**src/rtl/hazard_stall_control.sv**
```systemverilog
// Pipeline hazard/stall controller: priority FSM (MEM_WAIT > FLUSH > LOAD_STALL > RUN) with Moore outputs.
// Optional macro STALL_PERF_CNT_EN builds a saturating count of non-RUN cycles on stall_count.
module hazard_stall_control (
    input  logic        clock,
    input  logic        reset,
    input  logic        stall,
    input  logic        branch_taken,
    input  logic        mem_busy,
    output logic        pc_write,
    output logic        if_id_write,
    output logic        id_ex_bubble,
    output logic        if_id_flush,
    output logic        id_ex_flush,
    output logic        pipe_hold,
    output logic [1:0]  ctrl_state,
    output logic [15:0] stall_count
);

    typedef enum logic [1:0] {
        RUN        = 2'b00,
        LOAD_STALL = 2'b01,
        FLUSH      = 2'b10,
        MEM_WAIT   = 2'b11
    } state_t;

    state_t state;
    state_t next_state;

    // A held stall request alternates with RUN so a stuck request cannot deadlock the pipe.
    always_comb begin
        next_state = RUN;
        if (mem_busy)
            next_state = MEM_WAIT;
        else if (branch_taken)
            next_state = FLUSH;
        else if (stall && (state != LOAD_STALL))
            next_state = LOAD_STALL;
    end

    // Outputs are decoded from the state being entered so they register alongside it.
    always_ff @(posedge clock) begin
        if (reset) begin
            state        <= RUN;
            pc_write     <= 1'b1;
            if_id_write  <= 1'b1;
            id_ex_bubble <= 1'b0;
            if_id_flush  <= 1'b0;
            id_ex_flush  <= 1'b0;
            pipe_hold    <= 1'b0;
        end else begin
            state        <= next_state;
            pc_write     <= 1'b0;
            if_id_write  <= 1'b0;
            id_ex_bubble <= 1'b0;
            if_id_flush  <= 1'b0;
            id_ex_flush  <= 1'b0;
            pipe_hold    <= 1'b0;
            case (next_state)
                RUN: begin
                    pc_write    <= 1'b1;
                    if_id_write <= 1'b1;
                end
                LOAD_STALL: begin
                    id_ex_bubble <= 1'b1;
                end
                FLUSH: begin
                    pc_write    <= 1'b1;
                    if_id_write <= 1'b1;
                    if_id_flush <= 1'b1;
                    id_ex_flush <= 1'b1;
                end
                MEM_WAIT: begin
                    pipe_hold <= 1'b1;
                end
                default: begin
                    pc_write    <= 1'b1;
                    if_id_write <= 1'b1;
                end
            endcase
        end
    end

    assign ctrl_state = state;

`ifdef STALL_PERF_CNT_EN
    logic [15:0] stall_cnt_q;

    always_ff @(posedge clock) begin
        if (reset)
            stall_cnt_q <= 16'h0000;
        else if ((state != RUN) && (stall_cnt_q != 16'hFFFF))
            stall_cnt_q <= stall_cnt_q + 16'h0001;
    end

    assign stall_count = stall_cnt_q;
`else
    assign stall_count = 16'h0000;
`endif

endmodule

```
**config.mk**
```make
export PLATFORM = sky130hd
export DESIGN_NAME = hazard_stall_control
export DESIGN_NICKNAME = d
export VERILOG_FILES = /design/src/rtl/hazard_stall_control.sv
export SDC_FILE = /design/constraint.sdc
export NUM_CORES = 1
export LEC_CHECK = 0
export ABC_AREA = 1
export CAP_MARGIN = 30
export CORE_AREA = 2 2 39 41
export CTS_BUF_LIST = sky130_fd_sc_hd__clkbuf_8
export DETAILED_ROUTE_END_ITERATION = 10
export DIE_AREA = 0 0 41 43
export PLACE_DENSITY = 0.67
export SYNTH_ARGS = -nofsm -noshare
export SYNTH_HDL_FRONTEND = slang
export SYNTH_SLANG_ARGS = --single-unit
```
**constraint.sdc**
```tcl
create_clock -name clock -period 1.3 [get_ports clock]
set_input_delay 0.39 -clock clock [delete_from_list [all_inputs] [get_ports clock]]
set_output_delay 0.39 -clock clock [all_outputs]
set_load 0.03 [all_outputs]
```
### Word level (Yosys, flattened, before mapping)

Cells that the tools add are included.

| cells by class | value |
|---|---|
| reductions and logical operators | 3 |
| multiplexer cells | 7 |
| equality and inequality tests | 4 |

Operators with widths:

| operator | number |
|---|---|
| 1-bit two-way mux | 5 |
| 2-bit equality test (second input constant) | 2 |
| 2-bit two-way mux | 2 |
| 2-bit by 1-bit equality test with 1-bit output (second input constant) | 1 |
| 2-bit zero test | 1 |
| 2-bit by 1-bit != test with 1-bit output (second input constant) | 1 |
| 2-bit OR reduction | 1 |
| 1-bit logical AND | 1 |

| storage, ports and cells | value |
|---|---|
| bits in registers | 6 |
| bits of input ports | 5 |

### Longest topological paths before layout

Gate-level depths: netlist of run 1.

| depth | value |
|---|---|
| depth in word-level cells | 8 |
| gate-level depth with buffers | 5 |
| depth with buffers taken out | 5 |

### Worst setup path after synthesis of run 1

Ideal clock, no wire load.

| path | value |
|---|---|
| path type | flip-flop to output port |
| from | register id_ex_flush (netlist name) |
| to | output if_id_flush |
| cell stages (with the launch flop) | 2 |
| path slack | 0.210 ns |
| required time | 0.910 ns |
| arrival | 0.700 ns |
| path buffers | 1 |
| cells stage by stage | dfxtp_1 -> buf_4 |

RTL lines:

| what | line | text |
|---|---|---|
| to (decl) | 12 | `output logic if_id_flush,` |

### Final worst setup path of run 1

| path | value |
|---|---|
| from | register state[1] (netlist: ctrl_state[1]) |
| to | output ctrl_state[1] |

RTL lines:

| what | line | text |
|---|---|---|
| from (decl) | 26 | `state_t state;` |
| from (signal assigned) | 51 | `state <= next_state;` |
| to (decl) | 15 | `output logic [1:0] ctrl_state,` |

No word-level cell between the ends.

==> results_dict.tcl, run 1 <==
set metrics [dict create \
    max_stage_delay_ns 0.32 \
    grt_pass1_vias 182 \
    worst_setup_path_start_kind "register" \
    via_per_inst 3.35 \
    whs_path_depth 3 \
    cap_viol_max_count 0 \
    grt_max_degree 5 \
    cts_setup_buffers 0 \
    hpwl_um 404 \
    yosysWarnings 0 \
    fin_crit_ns 1.09 \
    grt_usage_pct 6.32 \
    die_h_um 43 \
    synth-seq-cells 6 \
    ir_drop_mv 0.266 \
    rsz0062_at_grt "no" \
    powerDensity_nw_per_um2 1430 \
    clk_latency_ns 0.22 \
    syn_avg_cell_area_um2 8.25 \
    cp.arrival_ns 0.70 \
    cts_num_sinks 6 \
    setup_violations 0 \
    path_max_fanout 2 \
    cts_resized 0 \
    drv_slew 0 \
    path_depth 1 \
    rr_worst_depth 5 \
    hold_viol 0 \
    hold_buffers 0 \
    outcome "completed" \
    syn-cell-area_um2 347 \
    first_pass_iters 1 \
    ff_latch_area_um2 120 \
    overflow 0 \
    grt_pass1_wl_um 648 \
    hold_path_class "register to register" \
    layout_commonest_cell "conb_1" \
    die_w_um 41 \
    leakagePower_uw 0.000243 \
    root_buffer "clkbuf_8" \
    r2r_slack_ns 0.59 \
    cp_slowest_cell "dfxtp_1" \
    r2r-end "if_id_write$_SDFF_PP1_" \
    design.die.area_um2 1760 \
    core_area_um2 1380 \
    port_buffers 12 \
    startpoint "ctrl_state[1]$_SDFF_PP0_" \
    setup_tns_ns 0 \
    fin_crit_sh_pct 83.6 \
    n_fill_cell 147 \
    cts_tree "yes" \
    wl_um 483 \
    synth_cell_type_count 11 \
    wl_per_cell_um 6.80 \
    gp_congestion 0.572 \
    final_cell_mix "16 x conb_1, 9 x buf_4, 6 x nand2_1, 6 x dfxtp_1, 5 x inv_1" \
    drtAntennaViolNets 0 \
    cts_made_buffers 3 \
    vias 238 \
    finalCoreUtilization_pct 31.6 \
    finClkSkew_ns 0.00157 \
    path_delay_family "flip-flops" \
    worstSetupEndpointType "output pin" \
    ioPinCount 29 \
    rows 14 \
    drc 0 \
    crit_end "ctrl_state[1]" \
    antenna_found_initial 0 \
    fmax_mhz 920 \
    ctsHtreeMaxLevel 1 \
    ys_seq_area_share_pct 34.7 \
    setup.worst_path.class "register to output pin" \
    timing.rr.start "ctrl_state[1]$_SDFF_PP0_" \
    cp.required_ns 0.91 \
    diodes 0 \
    clkTransAtPathRegs_ns 0.04 \
    syn_inst 42 \
    clk_path_buf_depth 2 \
    crit_chain "buf_4" \
    start_util_pct 25.0 \
    finalNetCount 62 \
    path_buf_inv 1 \
    drt_iter0_markers 0 \
    drive_gt1_share_pct 30.9 \
    multi_input_area_um2 125 \
    syn_to_final_growth_pct 26.0 \
]
[worst reg2reg max path: cells and delay by family (launching register included)]
kind	cells	cell delay (ns)
buf+inv	1	0.04
flops	1	0.32
simple gates	4	0.25
[registers in the layout, indices dropped and copies added (netlist names)]
signal	count
ctrl_state	2
pipe_hold	1
if_id_write	1
id_ex_bubble	1
id_ex_flush	1
[cells by family after synthesis]
group | Yosys count | share of synthesized area, %
AOI/OAI and AO/OA | 1 | 1.44
DFF | 6 | 34.7
buffers and inverters | 24 | 45.5
other | 1 | 1.08
and+or+nand+nor | 10 | 17.3
[layer usage]
layer / share of wire [%] / vias to the layer above / global-route usage [%]
met1: 32 / 102 / 3.85
met5: 0 / - / 0
met3: 16 / 2 / 3.14
li1: - / 114 / -
met2: 48 / 20 / 9.38
met4: 3.9 / 0 / 10.0
[how the worst min path moves through the flow]
| stage | end | startpoint |
|---|---|---|
| floorplan | id_ex_bubble$_SDFF_PP0_ | mem_busy |
| global placement | id_ex_bubble$_SDFF_PP0_ | ctrl_state[0]$_SDFF_PP0_ |
| detailed placement | id_ex_bubble$_SDFF_PP0_ | ctrl_state[0]$_SDFF_PP0_ |
| CTS | id_ex_bubble$_SDFF_PP0_ | ctrl_state[0]$_SDFF_PP0_ |
| global route | id_ex_bubble$_SDFF_PP0_ | ctrl_state[0]$_SDFF_PP0_ |
| finish | id_ex_bubble$_SDFF_PP0_ | ctrl_state[0]$_SDFF_PP0_ |
[metrics by stage]
stage	setup WS, ns	power [µW]	std cells	cell area, µm²	hold WS (ns)
4_1_cts	0.202	634	71	437	0.569
5_1_grt	0.169	656	71	437	0.592
3_5_place_dp	0.0262	352	68	395	0.560
3_3_place_gp	0.0491	351	68	395	0.559
6_report	0.213	626	71	437	0.567
2_1_floorplan	0.210	351	57	403	0.457
[report_power, final]
part | internal (µW) | switching [µW] | leakage [µW] | total [µW]
Sequential | 196 | 4.25 | 0.0000499 | 200
Clock | 199 | 77.7 | 0.0000216 | 276
Combinational | 36.8 | 112 | 0.000172 | 149
Total | 432 | 194 | 0.000243 | 626
[cell usage after synthesis (all sizes together)]
| cell type | number | area (µm²) |
|---|---|---|
| dfxtp | 6 | 120 |
| nor3 | 1 | 10.0 |
| inv | 6 | 22.5 |
| buf | 18 | 135 |
| nand3 | 1 | 10.0 |
| nor2 | 2 | 17.5 |
| conb | 1 | 3.75 |
| o21ai | 1 | 5.00 |
| nand2 | 6 | 22.5 |
[area by class of cell]
class	instances	area share, %
multi-input combinational	27	28.7
sequential	6	27.5
timing repair buffer	13	24.6
clock buffer	3	9.46
inverter	6	5.16
tap	16	4.58
No activity file was read; power rests on OpenSTA's default activity.
==> inputs of run 2 (changes only) <==
--- a/config.mk
+++ b/config.mk
@@ -11,7 +11,7 @@
 export CTS_BUF_LIST = sky130_fd_sc_hd__clkbuf_8
 export DETAILED_ROUTE_END_ITERATION = 10
 export DIE_AREA = 0 0 41 43
-export PLACE_DENSITY = 0.67
+export PLACE_DENSITY = 0.7
 export SYNTH_ARGS = -nofsm -noshare
 export SYNTH_HDL_FRONTEND = slang
 export SYNTH_SLANG_ARGS = --single-unit
==> constraint.sdc (replaced) <==
create_clock -name clock -period 0.96 [get_ports clock]
set_input_delay 0.288 -clock clock [delete_from_list [all_inputs] [get_ports clock]]
set_output_delay 0.288 -clock clock [all_outputs]
set_load 0.03 [all_outputs]
==> run 2 against run 1 <==
The run now ends with negative setup slack left. Clock-buffer cell count unchanged. Power is 39% higher. Sequential cell count is the same. Clock skew increased by 0.0021 ns. Routed wire length increased by 14%. Combinational power grew 46%. First-iteration DRC count unchanged. Register-to-register slack worse by 0.35 ns. Critical endpoint is now id_ex_flush. Highest routed layer unchanged.
==> results_dict.tcl, run 2 (same netlist as run 1, synthesis figures left out) <==
set metrics [dict create \
    max_stage_delay_ns 0.33 \
    antenna_found_initial 0 \
    overflow 0 \
    cap_viol_max_count 0 \
    clk_latency_ns 0.22 \
    final_area_um2 482 \
    first_pass_iters 1 \
    fmax_mhz 1020 \
    cts_tree "yes" \
    finalNetCount 63 \
    gp_congestion 0.615 \
    drc 0 \
    fin_crit_sh_pct 102 \
    setup_violations 5 \
    ioPinCount 29 \
    via_per_inst 3.36 \
    diodes 0 \
    cts_made_buffers 3 \
    grt_usage_pct 6.51 \
    worstHoldStart "ctrl_state[0]$_SDFF_PP0_" \
    rr_worst_depth 5 \
    drtAntennaViolNets 0 \
    fin_crit_ns 0.976 \
    violations "negative setup slack" \
    root_buffer "clkbuf_8" \
    setup_slack_ns -0.0157 \
    cp.arrival_ns 0.69 \
    rows 14 \
    hold_path_class "register to register" \
    dpl_cell_area_um2 405 \
    place_inst 69 \
    drt_iter0_markers 0 \
    largest_reg_flops 2 \
    vias 242 \
    die_h_um 43 \
    die_w_um 41 \
    outcome "finished with violations" \
    rsz0062_at_grt "yes" \
    r2r_slack_ns 0.24 \
    port_buffers 12 \
    finClkSkew_ns 0.00362 \
    path_max_fanout 2 \
    grtUsageMet2_pct 10.3 \
    wl_um 550 \
    worst_setup_path_start_kind "register" \
    min_to "id_ex_bubble$_SDFF_PP0_" \
    cp_slowest_cell "dfxtp_2" \
    drive_gt1_share_pct 42.9 \
    busiest_layer "met2" \
    cts_num_sinks 6 \
    timing.rr.start "ctrl_state[1]$_SDFF_PP0_" \
    drv_slew 0 \
    clkTransAtPathRegs_ns 0.04 \
    finalCoreUtilization_pct 34.8 \
    final_cell_mix "16 x conb_1, 8 x buf_6, 6 x nand2_1, 6 x dfxtp_2, 5 x inv_1" \
    grt_pass1_wl_um 648 \
    clk_path_buf_depth 2 \
    gr-usage-met3_pct 3.66 \
    syn_to_final_growth_pct 39.0 \
    hpwl_um 464 \
    grt_pass1_vias 190 \
    powerDensity_nw_per_um2 1810 \
    startpoint "id_ex_flush$_SDFF_PP0_" \
    core_area_um2 1380 \
    path_delay_family "flip-flops" \
    layout_commonest_cell "conb_1" \
    whs_path_depth 3 \
    cp.required_ns 0.67 \
    wl_per_cell_um 7.64 \
    grt_max_degree 5 \
    r2r-end "if_id_write$_SDFF_PP1_" \
    hold_viol 0 \
    path_buf_inv 1 \
    start_util_pct 25.0 \
    worstSetupEndpointType "output pin" \
    ir_drop_mv 0.391 \
    crit_chain "buf_6" \
    design.die.area_um2 1760 \
    grt_util_met1_pct 3.19 \
    leakagePower_uw 0.000258 \
    setup.worst_path.class "register to output pin" \
    fin_cells 72 \
    ctsHtreeMaxLevel 1 \
]
==> run 2: repair_timing <==
item,4_1_cts,5_1_grt
pin swaps,0,0
setup buffers,0,0
gates cloned,0,0
endpoints found under the setup margin,8,8
hold buffers,0,0
resized for setup,11,1
==> run 2: stage by stage <==
step | hold slack, ns | setup WS (ns) | TNS [ns] | total power (µW)
CTS | 0.589 | -0.0176 | -0.0745 | 874
floorplan | 0.350 | 0.0784 | 0 | 476
detailed placement | 0.588 | -0.191 | -1.01 | 482
global placement | 0.563 | -0.182 | -0.940 | 479
finish | 0.581 | -0.0157 | -0.0606 | 872
global route | 0.599 | -0.0378 | -0.185 | 903
==> run 2: worst reg2reg max path, stage by stage (launching register included) <==
cell and delay (ns):
dfxtp_2 0.33, inv_1 0.04, nand2_1 0.09, nand2_1 0.06
nand2_1 0.05, nand2_1 0.04
==> run 2: report_power, final <==
group	switching, µW	internal [µW]
Combinational	153	63.9
Sequential	10.2	269
Clock	107	269
Total	270	602
==> run 2: layout make-up <==
cell class	instances	area [µm²]
well taps	16	20.0
multi-input cells	27	125
flip-flops and latches	6	128
fillers	152	902
inverters	6	22.5
clock buffers	3	41.3
repair buffers	14	145
==> run 2: worst max-delay path by stage <==
stage,end,slack [ns],cells past startpoint
after global placement,if_id_write$_SDFF_PP1_,-0.18,5
after detailed placement,if_id_write$_SDFF_PP1_,-0.19,5
final,id_ex_flush,-0.02,1
after CTS,id_ex_flush,-0.02,1
after floorplan,if_id_write$_SDFF_PP1_,0.08,5
after global routing,id_ex_flush,-0.04,1
==> run 2: per-layer routing <==
metal,vias to the layer above,share of wire (%)
met5,-,0
met4,0,4.2
met3,3,16
met2,21,50
met1,102,30
li1,116,-
==> inputs of run 3 (changes only) <==
--- a/config.mk
+++ b/config.mk
@@ -11,7 +11,7 @@
 export CTS_BUF_LIST = sky130_fd_sc_hd__clkbuf_8
 export DETAILED_ROUTE_END_ITERATION = 10
 export DIE_AREA = 0 0 41 43
-export PLACE_DENSITY = 0.7
+export DONT_BUFFER_PORTS = 1
 export SYNTH_ARGS = -nofsm -noshare
 export SYNTH_HDL_FRONTEND = slang
 export SYNTH_SLANG_ARGS = --single-unit
==> run 3 against run 2 <==
Clock skew decreased by 0.0035 ns. Fmax grew 2.5%. Utilization decreased by 8.5 points. First-iteration DRC count did not move. Die area did not move. The flow now finishes without violations. Critical path depth is the same. Critical path type unchanged. Critical endpoint is now ctrl_state[1]. Highest routed layer unchanged. Combinational power decreased by 37%. Via count fell by 17%.
==> results_dict.tcl, run 3 (same netlist as run 1, synthesis figures left out) <==
set metrics [dict create \
    outcome "completed" \
    leakagePower_uw 0.000197 \
    overflow 0 \
    finalNetCount 51 \
    hold_viol 0 \
    rr_worst_depth 5 \
    finClkSkew_ns 0.000143 \
    grt_usage_pct 5.39 \
    cap_viol_max_count 0 \
    via_per_inst 3.37 \
    clk_path_buf_depth 2 \
    vias 202 \
    drtAntennaViolNets 0 \
    hpwl_um 327 \
    diodes 0 \
    rsz0062_at_grt "yes" \
    setup_tns_ns 0 \
    drive_gt1_share_pct 36.4 \
    crit_chain "buf_6" \
    grt_pass1_wl_um 552 \
    fin_cells 60 \
    fin_crit_sh_pct 99.2 \
    worstSetupEndpointType "output pin" \
    fmax_mhz 1050 \
    drt_iter0_markers 0 \
    start_util_pct 25.0 \
    cp.required_ns 0.67 \
    whs_path_depth 1 \
    path_delay_family "flip-flops" \
    place_inst 57 \
    cts_tree "yes" \
    path_max_fanout 2 \
    busiest_layer "met4" \
    cts_made_buffers 3 \
    gr-usage-met3_pct 0.524 \
    worst_setup_path_start_kind "register" \
    final_cell_mix "16 x conb_1, 6 x nand2_1, 5 x inv_1, 4 x dfxtp_2, 3 x clkbuf_8" \
    largest_reg_flops 2 \
    fin_crit_ns 0.952 \
    die_w_um 41 \
    hold_path_class "input pin to register" \
    drv_slew 0 \
    rows 14 \
    syn_to_final_growth_pct 5.05 \
    port_buffers 0 \
    grt_util_met1_pct 2.53 \
    ctsHtreeMaxLevel 1 \
    antenna_found_initial 0 \
    grt_max_degree 5 \
    path_depth 1 \
    ir_drop_mv 0.358 \
    clkTransAtPathRegs_ns 0.03 \
    drc 0 \
    wl_um 399 \
    root_buffer "clkbuf_8" \
    gp_congestion 0.448 \
    wl_per_cell_um 6.65 \
    setup.worst_path.class "register to output pin" \
    cts_num_sinks 6 \
    ioPinCount 29 \
    max_stage_delay_ns 0.32 \
    path_buf_inv 1 \
    design.die.area_um2 1760 \
    die_h_um 43 \
    layout_commonest_cell "conb_1" \
    first_pass_iters 1 \
    clk_latency_ns 0.22 \
    powerDensity_nw_per_um2 2200 \
    cp.arrival_ns 0.66 \
    grtUsageMet2_pct 8.44 \
    cp_slowest_cell "dfxtp_2" \
    cts_setup_buffers 0 \
    setup_violations 0 \
    core_area_um2 1380 \
    grt_pass1_vias 179 \
]
[run 3: changes by cell type in the layout (fill, tap and decap cells not counted), sizes merged]
| cell | change |
|---|---|
| buf | -8 |
| clkdlybuf4s50 | -4 |
[run 3: metal layers]
| layer | share of wire [%] | wire [µm] | vias up |
|---|---|---|---|
| li1 | - | - | 92 |
| met1 | 22 | 88 | 87 |
| met2 | 47 | 187 | 19 |
| met3 | 21 | 82 | 4 |
| met4 | 10 | 41 | 0 |
| met5 | 0 | 0 | - |
[run 3: area by class of cell]
| class | count | area [µm²] |
|---|---|---|
| clock buffer | 3 | 41.3 |
| fill | 155 | 1020 |
| inverter | 6 | 22.5 |
| multi-input combinational | 27 | 125 |
| sequential | 6 | 133 |
| tap | 16 | 20.0 |
| timing repair buffer | 2 | 22.5 |
[run 3: what timing repair did]
action / CTS / global route
endpoints found under the setup margin: 8 / 6
hold buffers: 0 / 0
resized for setup: 8 / 0
[run 3: worst paths after layout]
path         slack [ns]                startpoint                      end
max               0.008  ctrl_state[1]$_SDFF_PP0_            ctrl_state[1]
min                0.12                  mem_busy  id_ex_bubble$_SDFF_PP0_
max reg2reg        0.25  ctrl_state[1]$_SDFF_PP0_   if_id_write$_SDFF_PP1_
min reg2reg        0.57  ctrl_state[0]$_SDFF_PP0_  id_ex_bubble$_SDFF_PP0_
[run 3: power breakdown]
group | switching [µW] | total (µW) | leakage (µW) | internal (µW)
logic | 114 | 137 | 0.000123 | 22.9
clock network | 98.5 | 367 | 0.0000216 | 268
registers | 32.4 | 299 | 0.0000517 | 266
[run 3: stage by stage]
step / total power [µW] / instance area [µm²] / utilization [%] / worst slack, ns / hold WS [ns]
CTS: 813 / 364 / 26.3 / 0.00203 / 0.120
floorplan: 476 / 405 / - / 0.0784 / 0.350
global route: 834 / 364 / 26.3 / -0.0172 / 0.120
global placement: 433 / 305 / 22.1 / 0.181 / 0.353
finish: 802 / 364 / 26.3 / 0.00790 / 0.124
detailed placement: 434 / 305 / 22.1 / 0.180 / 0.354
